--- src/rtl/imm_ext_pkg.sv ---
// Shared definitions for the immediate extender: mode codes and skid-buffer occupancy states.
// The rotator is included only when IMM_EXT_ROTATE_EN is defined.
package imm_ext_pkg;

  typedef enum logic [1:0] {
    MODE_ZEXT     = 2'b00,
    MODE_SEXT     = 2'b01,
    MODE_SEXT_SHL = 2'b10,
    MODE_ROT      = 2'b11
  } imm_mode_e;

  typedef enum logic [1:0] {
    ST_EMPTY = 2'b00,
    ST_ONE   = 2'b01,
    ST_FULL  = 2'b10
  } skid_state_e;

  // The ARM rotated-immediate field: imm8 in [7:0], rotate count in [11:8].
  localparam int ROT_FIELD_W = 12;

endpackage

--- src/rtl/imm_ext_core.sv ---
// Combinational extension datapath: zero/sign extend, sign extend and shift, and ARM rotate.
// The rotator is built only when IMM_EXT_ROTATE_EN is defined; otherwise mode 11 flags an error.
module imm_ext_core
  import imm_ext_pkg::*;
#(
  parameter int IN_W  = 24,
  parameter int OUT_W = 32,
  parameter int SHIFT = 2
) (
  input  logic [IN_W-1:0]  imm,
  input  logic [1:0]       mode,
  output logic [OUT_W-1:0] res_imm,
  output logic             res_trunc,
  output logic             res_mode_err
);

  localparam int SW = OUT_W + SHIFT;

  logic [OUT_W-1:0] zext;
  logic [OUT_W-1:0] sext;
  logic [SW-1:0]    shl_full;
  logic             shl_trunc;

  assign zext     = OUT_W'(imm);
  assign sext     = OUT_W'($signed(imm));
  assign shl_full = SW'($signed(imm)) << SHIFT;
  // The shifted value overflowed if any discarded bit differs from the kept sign bit.
  assign shl_trunc = shl_full[SW-1:OUT_W] != {SHIFT{shl_full[OUT_W-1]}};

`ifdef IMM_EXT_ROTATE_EN
  logic [ROT_FIELD_W-1:0] rot_field;
  logic [OUT_W-1:0]       rot_base;
  logic [31:0]            rot_amt;
  logic [OUT_W-1:0]       rot;

  assign rot_field = ROT_FIELD_W'(imm);
  assign rot_base  = OUT_W'(rot_field[7:0]);
  assign rot_amt   = (32'(rot_field[11:8]) << 1) % 32'(OUT_W);
  // A shift by the full width yields zero, so rot_amt == 0 needs no special case.
  assign rot       = (rot_base >> rot_amt) | (rot_base << (32'(OUT_W) - rot_amt));
`endif

  // NOTE: every output gets a default before the case, so no path can infer a latch.
  always_comb begin
    res_imm      = zext;
    res_trunc    = 1'b0;
    res_mode_err = 1'b0;
    unique case (imm_mode_e'(mode))
      MODE_ZEXT:     res_imm = zext;
      MODE_SEXT:     res_imm = sext;
      MODE_SEXT_SHL: begin
        res_imm   = shl_full[OUT_W-1:0];
        res_trunc = shl_trunc;
      end
      MODE_ROT: begin
`ifdef IMM_EXT_ROTATE_EN
        res_imm = rot;
`else
        res_imm      = zext;
        res_mode_err = 1'b1;
`endif
      end
      default: res_imm = zext;
    endcase
  end

endmodule

--- src/rtl/imm_extend_unit.sv ---
// Pipelined immediate extender with a valid/ready handshake and a 2-entry skid buffer.
// Set IMM_EXT_ROTATE_EN to build the ARM rotated-immediate mode.
module imm_extend_unit
  import imm_ext_pkg::*;
#(
  parameter int IN_W  = 24,
  parameter int OUT_W = 32,
  parameter int SHIFT = 2
) (
  input  logic             clk,
  input  logic             reset,
  input  logic             in_valid,
  output logic             in_ready,
  input  logic [IN_W-1:0]  in_imm,
  input  logic [1:0]       in_mode,
  output logic             out_valid,
  input  logic             out_ready,
  output logic [OUT_W-1:0] out_imm,
  output logic             out_trunc,
  output logic             out_mode_err
);

  typedef struct packed {
    logic [OUT_W-1:0] imm;
    logic             trunc;
    logic             mode_err;
  } imm_ext_res_t;

  imm_ext_res_t new_res;
  imm_ext_res_t main_q;
  imm_ext_res_t skid_q;
  skid_state_e  state_q;
  skid_state_e  state_d;
  logic         in_ready_q;
  logic         in_fire;
  logic         out_fire;
  logic         load_main;
  logic         load_skid;
  logic         drain_skid;

  imm_ext_core #(
    .IN_W (IN_W),
    .OUT_W(OUT_W),
    .SHIFT(SHIFT)
  ) u_core (
    .imm         (in_imm),
    .mode        (in_mode),
    .res_imm     (new_res.imm),
    .res_trunc   (new_res.trunc),
    .res_mode_err(new_res.mode_err)
  );

  assign in_fire  = in_valid & in_ready_q;
  assign out_fire = (state_q != ST_EMPTY) & out_ready;

  always_comb begin
    state_d    = state_q;
    load_main  = 1'b0;
    load_skid  = 1'b0;
    drain_skid = 1'b0;
    unique case (state_q)
      ST_EMPTY: begin
        if (in_fire) begin
          state_d   = ST_ONE;
          load_main = 1'b1;
        end
      end
      ST_ONE: begin
        if (in_fire && out_fire) begin
          load_main = 1'b1;
        end else if (in_fire) begin
          state_d   = ST_FULL;
          load_skid = 1'b1;
        end else if (out_fire) begin
          state_d = ST_EMPTY;
        end
      end
      ST_FULL: begin
        if (out_fire) begin
          state_d    = ST_ONE;
          drain_skid = 1'b1;
        end
      end
      default: state_d = ST_EMPTY;
    endcase
  end

  // NOTE: sequential state uses non-blocking assignments so every register samples pre-edge values.
  always_ff @(posedge clk) begin
    if (reset) begin
      state_q    <= ST_EMPTY;
      in_ready_q <= 1'b1;
      // NOTE: both data registers are reset because out_imm must read zero after reset.
      main_q     <= '0;
      skid_q     <= '0;
    end else begin
      state_q    <= state_d;
      in_ready_q <= (state_d != ST_FULL);
      if (load_main) begin
        main_q <= new_res;
      end else if (drain_skid) begin
        main_q <= skid_q;
      end
      if (load_skid) begin
        skid_q <= new_res;
      end
    end
  end

  assign in_ready     = in_ready_q;
  assign out_valid    = (state_q != ST_EMPTY);
  assign out_imm      = main_q.imm;
  assign out_trunc    = main_q.trunc;
  assign out_mode_err = main_q.mode_err;

endmodule

--- config.mk ---
export PLATFORM = sky130hd
export DESIGN_NAME = imm_extend_unit
export DESIGN_NICKNAME = d
export VERILOG_FILES = /design/src/rtl/imm_ext_pkg.sv /design/src/rtl/imm_ext_core.sv /design/src/rtl/imm_extend_unit.sv
export SDC_FILE = /design/constraint.sdc
export NUM_CORES = 1
export LEC_CHECK = 0
export CORE_MARGIN = 1
export CORE_UTILIZATION = 49
export DETAILED_ROUTE_END_ITERATION = 8
export PLACE_DENSITY = 0.76
export SLEW_MARGIN = 25
export SYNTH_ARGS = -nofsm -noshare
export SYNTH_HDL_FRONTEND = slang
export SYNTH_SLANG_ARGS = --single-unit
--- constraint.sdc ---
create_clock -name clk -period 2.8 [get_ports clk]
set_clock_uncertainty 0.2 [all_clocks]
set_input_delay 0.84 -clock clk [delete_from_list [all_inputs] [get_ports clk]]
set_output_delay 0.84 -clock clk [all_outputs]
set_load 0.01 [all_outputs]
==> impl_metrics.py <==
metrics = {
    "clocking": {
        "cts_hold_buf": 0,
        "cts_setup_buffers": 0,
        "cts_made_buffers": 9,
        "cts_max_path_buffers": 2,
        "cts_tree": "yes",
        "cts_resized": 0,
        "cts.sinks": 57,
        "clk_pin_slew_ns": 0.07,
        "insertion_delay_ns": 0.32,
        "clockRootBuffer": "clkbuf_8",
        "htreeDepth": 3,
    },
    "synthesis": {
        "synth_cells": 288,
        "netlist.top_cell.by_area": "dfxtp_1",
        "ys_top_cells_by_area": "dfxtp_1 42%, o2bb2ai_1 7.5%, a22oi_1 6.2%",
        "synth_top_area_share_pct": 42.5,
        "avgSynthCellArea_um2": 9.32,
        "synth_nets": 321,
        "syn_area_um2": 2690,
        "seq_area_frac_synth_pct": 42.5,
        "yosysWarnings": 0,
        "ys_ff_latch": 57,
        "ys_types": 33,
    },
    "detailed_routing": {
        "drcViolationCount": 0,
        "firstDrtPassIters": 4,
        "via_per_inst": 5.70,
        "ant_nets": 0,
        "drtIter0Drc": 175,
        "dr_total_vias": 2435,
        "wl_um": 6810,
        "wire_per_inst_um": 15.9,
    },
    "floorplanning": {
        "core_um2": 5200,
        "initial_utilization_pct": 51.6,
        "dieWidth_um": 76.0,
        "ios": 66,
        "die_y_um": 76.0,
        "rows": 26,
        "die_area_um2": 5780,
    },
    "place": {
        "port_buffers": 64,
        "dpl.hpwl_um": 4480,
        "place_congestion": 0.818,
    },
    "layout": {
        "final_common_cell": "clkdlybuf4s50_1",
        "regArea_um2": 1140,
        "antenna_cells": 0,
        "mostFrequentLayoutCells": "64 x clkdlybuf4s50_1, 57 x dfxtp_1, 28 x nor2_1, 26 x o21ai_0, 23 x o2bb2ai_1",
        "syn2layout_area_growth_pct": 35.6,
        "nFillCells": 405,
        "fin_nets": 386,
        "fin_util_pct": 70.0,
        "final_layout_size_suffix_gt1_share_pct": 15.1,
        "multiInputGateArea_um2": 1320,
    },
    "pwr": {
        "vdd_drop_max_uv": 350,
        "p_leak_nw": 1.27,
        "total_power_mw": 2.09,
        "pwr_density_cell_nw_per_um2": 575,
    },
    "sta": {
        "slew_violations": 0,
        "min_period_over_period_pct": 93.5,
        "rsz0062_at_grt": "false",
        "fmax_mhz": 382,
        "fin_hold_ws_ns": 0.256,
        "hold_violations": 0,
        "finalSetupViolCount": 0,
        "period_needed_ns": 2.62,
    },
    "setup_path": {
        "slowest_stage": "clkdlybuf4s50_1",
        "crit_family": "buffers and inverters",
        "path_cells": "clkdlybuf4s50_1, inv_1, ha_1, or2_2, buf_12, a22oi_1, o21a_1, o2bb2ai_1",
        "start_kind": "input pin",
        "crit_type": "in -> reg",
        "worstPathBufferInverterCount": 3,
        "worstSetupEndpointType": "register",
        "cp_max_fo": 26,
        "slowest_delay_ns": 0.48,
        "cp.arrival_ns": 2.63,
        "required_ns": 2.81,
    },
    "grt": {
        "antenna_found_initial": 0,
        "grt_max_degree": 27,
        "grt_overflow_total": 0,
        "grt_pass1_wl_um": 11300,
        "grt_pass1_vias": 2334,
        "grtUsageTotal_pct": 24.3,
    },
    "status": {
        "status": "finished, final reports clean",
    },
    "run": {
        "cap_violations": 0,
    },
    "min_path": {
        "hp-class": "reg -> reg",
    },
}
==> cells by family (layout without fill, tap and decap cells) <==
family                   after synthesis  in the layout  synth area share, %
buffers and inverters                 37            106                 8.48
flip-flops                            57             57                 42.5
adder cells (fa/ha/maj)                3              3                 1.40
AND/OR/NAND/NOR                       58             58                 10.1
other                                  1              1                0.140
AO/OA/AOI/OAI                        130            130                 36.7
multiplexers                           2              2                0.746
==> per-stage QoR <==
| stage | cells | TNS (ns) | instance area (um^2) | worst slack, ns |
|---|---|---|---|---|
| 2_1_floorplan | 288 | 0 | 2690 | 0.366 |
| 3_3_place_gp | 412 | -1.56 | 3430 | -0.115 |
| 3_5_place_dp | 412 | -2.15 | 3430 | -0.140 |
| 4_1_cts | 427 | 0 | 3640 | 0.175 |
| 5_1_grt | 427 | 0 | 3640 | 0.0836 |
| 6_report | 427 | 0 | 3640 | 0.181 |
==> worst reg2reg max path, cell delays in order (launching register included) <==
cell and delay, ns:
dfxtp_1 0.39, nor2b_1 0.26, buf_4 0.23, o21ai_4 0.11
nor2_1 0.16, buf_4 0.23, o2bb2ai_1 0.14
==> path summary, 6_finish.rpt <==
kind	cells past startpoint	slack, ns	endpoint	from
worst max-delay path	8	0.18	out_imm[22]$_SDFFE_PP0P_	in_mode[0]
worst min-delay path	2	0.26	skid_q[26]$_SDFFE_PP0P_	skid_q[26]$_SDFFE_PP0P_
worst max register to register	6	1.01	out_imm[14]$_SDFFE_PP0P_	state_q[0]$_SDFF_PP0_
worst min register to register	2	0.26	skid_q[26]$_SDFFE_PP0P_	skid_q[26]$_SDFFE_PP0P_
==> cells in the mapped netlist, drive strengths merged <==
library cell  instances
nor2b                 3
nand2b                2
dfxtp                57
o21a                 22
mux2i                 2
a211o                 1
a211oi               25
a22oi                22
clkbuf                8
o22ai                 1
or2                   2
nand3                 4
or2b                  1
a21oi                 6
a311oi                1
buf                  26
o2bb2ai              23
nand4b                1
inv                   3
ha                    3
conb                  1
nand3b                2
nand2                13
nor2                 28
and2                  1
and3b                 1
o211ai                2
o21ai                27
==> layer usage <==
metal / vias up / track usage (%) / part of all wire, %
met4: 0 / 10.4 / 0.94
met5: - / 0 / 0
met2: 92 / 38.6 / 46
li1: 1183 / - / -
met3: 6 / 4.19 / 5.7
met1: 1154 / 32.6 / 47
==> registers in the layout, summed over array words and instances (netlist names) <==
signal        flops
skid_q           27
out_imm          26
out_mode_err      1
in_ready          1
state_q           2
==> final cells by class <==
| class | count | area share [%] |
|---|---|---|
| Clock buffer | 13 | 4.91 |
| Sequential cell | 57 | 31.3 |
| Tap cell | 70 | 2.41 |
| Clock inverter | 2 | 0.962 |
| Inverter | 3 | 0.309 |
| Timing Repair Buffer | 88 | 23.9 |
| Multi-Input combinational cell | 194 | 36.2 |
==> report_power, final <==
part	switching, mW	total [mW]	internal, mW
clock	0.316	0.818	0.502
sequential	0.0233	0.875	0.852
combinational	0.198	0.401	0.203
Note: power is estimated with default switching activity, not from simulation.
